===== src/rtl/uart_transmitter_if.sv =====
// rtl/uart_transmitter_if.sv - byte write / serial line bundle between host and uart_transmitter
interface uart_transmitter_if;
  logic       Tx_EN;
  logic       Tx_WR;
  logic [7:0] Tx_DATA;
  logic       TxD;
  logic       Tx_BUSY;

  modport master (output Tx_EN, Tx_WR, Tx_DATA, input TxD, Tx_BUSY);
  modport slave  (input Tx_EN, Tx_WR, Tx_DATA, output TxD, Tx_BUSY);
endinterface


===== src/rtl/uart_transmitter.sv =====
// rtl/uart_transmitter.sv - oversampled UART transmitter, 8N1; define UART_PARITY_EN for 8E1
module uart_transmitter #(
  parameter int OVERSAMPLE = 16
) (
  input  logic               clk,
  input  logic               reset,
  input  logic               baud_tick,
  uart_transmitter_if.slave  bus
);

  localparam int CW = (OVERSAMPLE > 1) ? $clog2(OVERSAMPLE) : 1;
  localparam logic [CW-1:0] TICK_LAST = CW'(OVERSAMPLE - 1);

  typedef enum logic [2:0] {
    S_IDLE,
    S_START,
    S_DATA,
`ifdef UART_PARITY_EN
    S_PARITY,
`endif
    S_STOP
  } state_t;

  state_t        state, state_next;
  logic [CW-1:0] tick_cnt, tick_cnt_next;
  logic [2:0]    bit_idx, bit_idx_next;
  logic [7:0]    shift, shift_next;
  logic          txd, txd_next;
  logic          busy, busy_next;
  logic          accept;
  logic          bit_done;
`ifdef UART_PARITY_EN
  logic          parity, parity_next;
`endif

  assign accept   = bus.Tx_WR & bus.Tx_EN & ~busy;
  assign bit_done = baud_tick & (tick_cnt == TICK_LAST);

  assign bus.TxD     = txd;
  assign bus.Tx_BUSY = busy;

  always_ff @(posedge clk or negedge reset) begin
    if (!reset) begin
      state    <= S_IDLE;
      tick_cnt <= '0;
      bit_idx  <= '0;
      shift    <= '0;
      txd      <= 1'b1;
      busy     <= 1'b0;
`ifdef UART_PARITY_EN
      parity   <= 1'b0;
`endif
    end else begin
      state    <= state_next;
      tick_cnt <= tick_cnt_next;
      bit_idx  <= bit_idx_next;
      shift    <= shift_next;
      txd      <= txd_next;
      busy     <= busy_next;
`ifdef UART_PARITY_EN
      parity   <= parity_next;
`endif
    end
  end

  always_comb begin
    state_next = state;
    case (state)
      S_IDLE:   if (accept) state_next = S_START;
      S_START:  if (bit_done) state_next = S_DATA;
      S_DATA: begin
        if (bit_done && bit_idx == 3'd7) begin
`ifdef UART_PARITY_EN
          state_next = S_PARITY;
`else
          state_next = S_STOP;
`endif
        end
      end
`ifdef UART_PARITY_EN
      S_PARITY: if (bit_done) state_next = S_STOP;
`endif
      S_STOP:   if (bit_done) state_next = S_IDLE;
      default:  state_next = S_IDLE;
    endcase
  end

  // Counter only runs inside a frame, so a tick coinciding with acceptance is not counted.
  always_comb begin
    tick_cnt_next = tick_cnt;
    bit_idx_next  = bit_idx;
    shift_next    = shift;
`ifdef UART_PARITY_EN
    parity_next   = parity;
`endif
    if (state_next != state || bit_done) begin
      tick_cnt_next = '0;
    end else if (baud_tick && state != S_IDLE) begin
      tick_cnt_next = tick_cnt + 1'b1;
    end

    if (state == S_IDLE && accept) begin
      shift_next   = bus.Tx_DATA;
      bit_idx_next = 3'd0;
`ifdef UART_PARITY_EN
      parity_next  = ^bus.Tx_DATA;
`endif
    end else if (state == S_DATA && bit_done && bit_idx != 3'd7) begin
      shift_next   = {1'b0, shift[7:1]};
      bit_idx_next = bit_idx + 3'd1;
    end
  end

  // Outputs are decoded from next-state values so TxD and Tx_BUSY stay registered.
  always_comb begin
    txd_next  = 1'b1;
    busy_next = (state_next != S_IDLE);
    case (state_next)
      S_START:  txd_next = 1'b0;
      S_DATA:   txd_next = shift_next[0];
`ifdef UART_PARITY_EN
      S_PARITY: txd_next = parity_next;
`endif
      S_STOP:   txd_next = 1'b1;
      default:  txd_next = 1'b1;
    endcase
  end

endmodule


===== src/flat_wrapper.sv =====
// flat-port wrapper written by rule: the top's interface ports become plain ports
module uart_transmitter_flat 
#(
  parameter int OVERSAMPLE = 16
)
  (clk, reset, baud_tick, bus_Tx_EN, bus_Tx_WR, bus_Tx_DATA, bus_TxD, bus_Tx_BUSY);
  uart_transmitter_if bus_i ();
  input  logic clk;
  input  logic reset;
  input  logic baud_tick;
  input wire logic [$bits(bus_i.Tx_EN)-1:0] bus_Tx_EN;
  input wire logic [$bits(bus_i.Tx_WR)-1:0] bus_Tx_WR;
  input wire logic [$bits(bus_i.Tx_DATA)-1:0] bus_Tx_DATA;
  output wire logic [$bits(bus_i.TxD)-1:0] bus_TxD;
  output wire logic [$bits(bus_i.Tx_BUSY)-1:0] bus_Tx_BUSY;
  assign bus_i.Tx_EN = bus_Tx_EN;
  assign bus_i.Tx_WR = bus_Tx_WR;
  assign bus_i.Tx_DATA = bus_Tx_DATA;
  assign bus_TxD = bus_i.TxD;
  assign bus_Tx_BUSY = bus_i.Tx_BUSY;
  uart_transmitter #(.OVERSAMPLE(OVERSAMPLE)) u_core (.clk(clk), .reset(reset), .baud_tick(baud_tick), .bus(bus_i));
endmodule

===== config.mk =====
export PLATFORM = sky130hd
export DESIGN_NAME = uart_transmitter_flat
export DESIGN_NICKNAME = d
export VERILOG_FILES = /design/src/rtl/uart_transmitter_if.sv /design/src/rtl/uart_transmitter.sv /design/src/flat_wrapper.sv
export SDC_FILE = /design/constraint.sdc
export NUM_CORES = 1
export LEC_CHECK = 0
export ABC_CLOCK_PERIOD_IN_PS = 1700
export BUFFER_PORTS_ARGS = -buffer_cell sky130_fd_sc_hd__buf_2
export CORE_MARGIN = 4
export CORE_UTILIZATION = 45
export DETAILED_ROUTE_END_ITERATION = 12
export PLACE_DENSITY = 0.7
export SLEW_MARGIN = 20
export SYNTH_ARGS = -nofsm -noshare
export SYNTH_HDL_FRONTEND = slang
export SYNTH_SLANG_ARGS = --single-unit
export TNS_END_PERCENT = 30

===== constraint.sdc =====
create_clock -name clk -period 1.7 [get_ports clk]
set_input_delay 0.34 -clock clk [delete_from_list [all_inputs] [get_ports clk]]
set_output_delay 0.34 -clock clk [all_outputs]
set_load 0.05 [all_outputs]

Yosys cells after proc, flatten, opt, wreduce, memory -nomap -nowiden --
Index checks and enable logic that the tools add are counted.
Word-level totals: register bits 20, input bits 13, output and inout port bits 2, logic and storage cells 45
Cells by class: add/sub/neg operators 2, equality and inequality tests 9, multiplexer cells 12, bitwise gates (word level) 4, reductions and logical operators 11
Operators by type and width (count):
- $mux W3 | 6
- $mux W8 | 2
- $pmux W3 S4 | 1
- $eq A3 B2 Y1 const B | 3
- $mux W4 | 2
- $eq A3 B1 Y1 const B | 2
- $reduce_bool A3 Y1 | 2
- $logic_and A1 B1 Y1 | 5
- $add A4 B1 Y4 const B | 1
- $eq A4 B4 Y1 const B | 1
- $reduce_bool A2 Y1 | 2
- $add A3 B1 Y3 const B | 1
- $and A1 B1 Y1 | 3
- $eq A3 B3 Y1 const B | 1
- $logic_not A3 Y1 | 1
- $ne A3 B3 Y1 | 1
- $ne A3 B3 Y1 const B | 1
- $pmux W1 S2 | 1
- $logic_or A1 B1 Y1 | 1
- $not A1 Y1 | 1

Depth between registers and ports, before layout --
word-level depth 8, depth in mapped cells 7, gate-level depth less buffers 7

Worst setup path before layout --
OpenSTA, ideal clock, no wires.
path type reg-to-reg, start reg u_core.tick_cnt[0], end reg u_core.shift[1], setup time 127 ps, data arrival time 1499 ps, data required time 1573 ps, slack 73 ps, cell stages (with the launch flop) 8, path buffers 2, period minus slack after synthesis 1627 ps, cell sequence dfrtp_1 ha_1 and4_1 clkbuf_1 nand3_1 buf_2 mux2i_1 o21ai_0
On the way: word-level cells in the longest chain between the ends 5
RTL lines:
- start: declaration | line uart_transmitter.sv:25 | logic [CW-1:0] tick_cnt, tick_cnt_next;
- start signal: assignment | line uart_transmitter.sv:55 | tick_cnt <= tick_cnt_next;
- $eq A4 B4 Y1 | line uart_transmitter.sv:37 | assign bit_done = baud_tick & (tick_cnt == TICK_LAST);
- $and A1 B1 Y1 | line uart_transmitter.sv:37
- $logic_and A1 B1 Y1 (2 in a row) | line uart_transmitter.sv:108 | end else if (state == S_DATA && bit_done && bit_idx != 3'd7) begin
- $reduce_bool A2 Y1 (no source line)
- end signal: assignment | line uart_transmitter.sv:57 | shift <= shift_next;
- end: declaration | line uart_transmitter.sv:27 | logic [7:0] shift, shift_next;
Every way passes these cells. A chain may end at the register's enable or synchronous reset.

Worst setup path in the final report --
start reg u_core.bit_idx[0], end reg u_core.txd (netlist: u_core.bus.TxD)
On the way: elaborated cells between the ends (all ways) 11, those cells by class eq/ne (4); mux (5); reduce/logical (2)
RTL lines:
- start: declaration | line uart_transmitter.sv:26 | logic [2:0] bit_idx, bit_idx_next;
- start signal: assignment | line uart_transmitter.sv:56 | bit_idx <= bit_idx_next;
- $ne A3 B3 Y1 | line uart_transmitter.sv:108
- $logic_and A1 B1 Y1 | line uart_transmitter.sv:108
- $mux W8 | line uart_transmitter.sv:108
- $mux W8 | line uart_transmitter.sv:102 | if (state == S_IDLE && accept) begin
- named net u_core.shift_next[0] | line uart_transmitter.sv:27
- $pmux W1 S2 | line uart_transmitter.sv:118 | case (state_next)
- named net u_core.txd_next | line uart_transmitter.sv:28 | logic txd, txd_next;
- end signal: assignment | line uart_transmitter.sv:58 | txd <= txd_next;
- end: declaration | line uart_transmitter.sv:28
The timed path passes the listed nets, and every way through them passes these cells. The select of a mux whose other input is x is not followed.

==> out/results.txt <==
Status -> completed
Number of synthesized flops with an enable pin -> 0
Max incr delay on CP -> 410 ps
CP endpoint kind -> register
Post-synthesis simple-gate area fraction -> 16.90%
Mapped Cells -> 89
Post-Synth Adder-Cell Area -> 3.812%
Layout net count -> 129
Wirelength, routed -> 1.944 mm
Vias -> 749
Leading cell type in the layout, fill and taps excluded -> dfrtp_1
Fin crit period -> 1670 ps
Hold_sp -> bus_Tx_DATA[7]
Xor/xnor cell area share of the yosys netlist -> 4.447%
Largest family of logic cells by synthesized area -> simple AND/OR/NAND/NOR gates
Crit Path Max Fanout -> 3
WL per Instance -> 13.99 µm
Die width -> 54.78 µm
Crit path max-delay family -> simple AND/OR/NAND/NOR gates
Antenna-violating nets left -> 0
Clk_skew -> 0.9326 ps
Largest net degree at the start of global routing -> 22
Initial antenna violation count -> 0
Tot GR Track Use -> 14.30%
Sequential area share after synthesis -> 50.95%
Post-synthesis mux area share -> 11.18%
YS warnings -> 0
Peak supply drop -> 0.6083 mV
Clock latency on the worst-skew pair -> 300 ps
Die H -> 54.78 µm
Core Region -> 2022 µm²
Startpoint Class -> register
Hpwl dp -> 1.318 mm
Via-per-instance ratio -> 5.388
F_max -> 598.8 MHz
Setup crit start -> u_core.bit_idx[0]
Synthesized area -> 984.7 µm²
Final number of hold-violating endpoints -> 0
DRC -> 0
Layout area overhead -> 25.29%
Main synth FF type -> dfrtp_1
Gr ovfl total -> 0
First-pass GRT wire length -> 3.049 mm
Num ports -> 15
Worst hold slack -> 235.7 ps
Final Max Tran Viols -> 0
Fin area -> 1234 µm²
Most frequent cells in the layout -> dfrtp_1, buf_2, nand2_1, mux2i_1
Unrepaired setup endpoints after global routing -> true
Placed Instance Area -> 1129 µm²
PD cells -> 786.1 nW/µm²
Leak -> 0.6145 nW
Compound-cell area share of the yosys netlist -> 8.895%
Crit path kind -> register to register
Bufs and invs on worst path -> 0
Crit path DAT -> 1900 ps
R2R Path Start -> u_core.bit_idx[0]
Drt initial violations -> 6
CTS tree -> done
Max-cap viol count -> 0
Initial Utilization -> 48.70%
CP max stage cell -> dfrtp_1
Total CTS buffers -> 3
Fin crit share -> 98.23%
Fraction of registers with async set/reset -> 100.0%
Syn avg cell area -> 11.06 µm²
Syn nets -> 105
Final setup fails -> 0
DRT Pass-1 Iters -> 4
Setup TNS -> 0 ps
FF+latch count, synth -> 20
CTS H-tree depth -> 1
Vias in the first global route -> 719
Required time of the critical path -> 1930 ps
Worst hold path class -> primary input to register
Synth cell types -> 25
Buffers on Ports -> 14
Die area -> 3001 µm²
Clock root cell -> clkbuf_4
Gpl congestion -> 0.8222
Longest Clk Path Bufs -> 2
Row cnt -> 16
Clk pin slew, worst setup/hold paths -> 100 ps
Ant diodes -> 0
CP Cell Sequence -> ha_2, ha_4, nor3_4, nand4_1, a31oi_4, nor2_1, mux2i_1
Clock sink count -> 20
Layout cells sized above 1 -> 35.71%
## metrics by stage
step,setup slack (ps),instances,power [mW],utilization (%)
floorplan,73.47,89,0.6479,-
global placement,52.48,132,0.6948,55.82
detailed placement,-46.22,132,0.7008,55.82
CTS,17.02,137,0.9721,58.35
global route,-61.33,139,1.024,61.01
finish,30.05,139,0.9698,61.01
## state kept, by name (all words and copies together), names as in the netlist
| signal | flops |
|---|---|
| u_core.bus.Tx_BUSY | 1 |
| u_core.state | 3 |
| u_core.bus.TxD | 1 |
| u_core.shift | 8 |
| u_core.bit_idx | 3 |
| u_core.tick_cnt | 4 |
## per-layer routing
| metal | routed length (µm) | track usage, % | vias up |
|---|---|---|---|
| li1 | - | - | 358 |
| met1 | 799 | 18.32 | 364 |
| met2 | 1004 | 23.23 | 21 |
| met3 | 103 | 2.725 | 6 |
| met4 | 36 | 6.224 | 0 |
| met5 | 0 | 0 | - |
## worst register-to-register path, stage by stage, from the launching register on
cell and delay (ps):
dfrtp_1 410, ha_2 190, ha_4 170, nor3_4 240
nand4_1 190, a31oi_4 210, nor2_1 60, mux2i_1 130
## Yosys cell counts (all sizes together), types with 3 or more instances
master,count,area [µm²]
ha,3,37.54
buf,4,26.27
mux2i,11,110.1
xor2,4,35.03
nor2,6,22.52
o21ai,7,35.03
dfrtp,19,475.5
nand2,11,41.29
nor4,5,31.28
nand3,3,15.01
## area by class of cell
class | instances | area, µm²
Clock buffer | 4 | 36.28
Multi-Input combinational cell | 63 | 490.5
Tap cell | 27 | 33.78
Fill cell | 170 | 788.3
Sequential cell | 20 | 501.7
Timing Repair Buffer | 24 | 167.7
Inverter | 1 | 3.754
## kinds of logic after synthesis
group / after synthesis
simple gates: 32
fa+ha+maj: 3
compound gates: 11
xor+xnor: 5
mux: 11
flops: 20
buf+inv: 6
other cells: 1
## report_power, final
part / switching [mW] / total [mW] / internal [mW]
Combinational: 0.0801 / 0.150 / 0.0701
Clock: 0.140 / 0.271 / 0.131
Sequential: 0.0252 / 0.549 / 0.523
Total: 0.246 / 0.970 / 0.724
## final timing paths
kind | endpoint | slack (ps) | depth (start not counted)
worst max-delay path | u_core.bus.TxD | 30 | 7
worst min-delay path | u_core.shift[7] | 240 | 3
worst max register to register | u_core.bus.TxD | 30 | 7
worst min register to register | u_core.shift[7] | 540 | 2
max in group asynchronous | u_core.bus.TxD | 870 | 2
min in group asynchronous | u_core.bit_idx[2] | 500 | 2
## repair_timing
action / in CTS / in global routing
buffers inserted: 0 / 1
hold buffers: 1 / 0
endpoints found under the hold margin: 19 / 0
pin swaps: 0 / 5
gates cloned: 0 / 1
setup endpoints to repair: 10 / 10
resized for setup: 1 / 12
No activity file was read; power rests on OpenSTA's default activity.
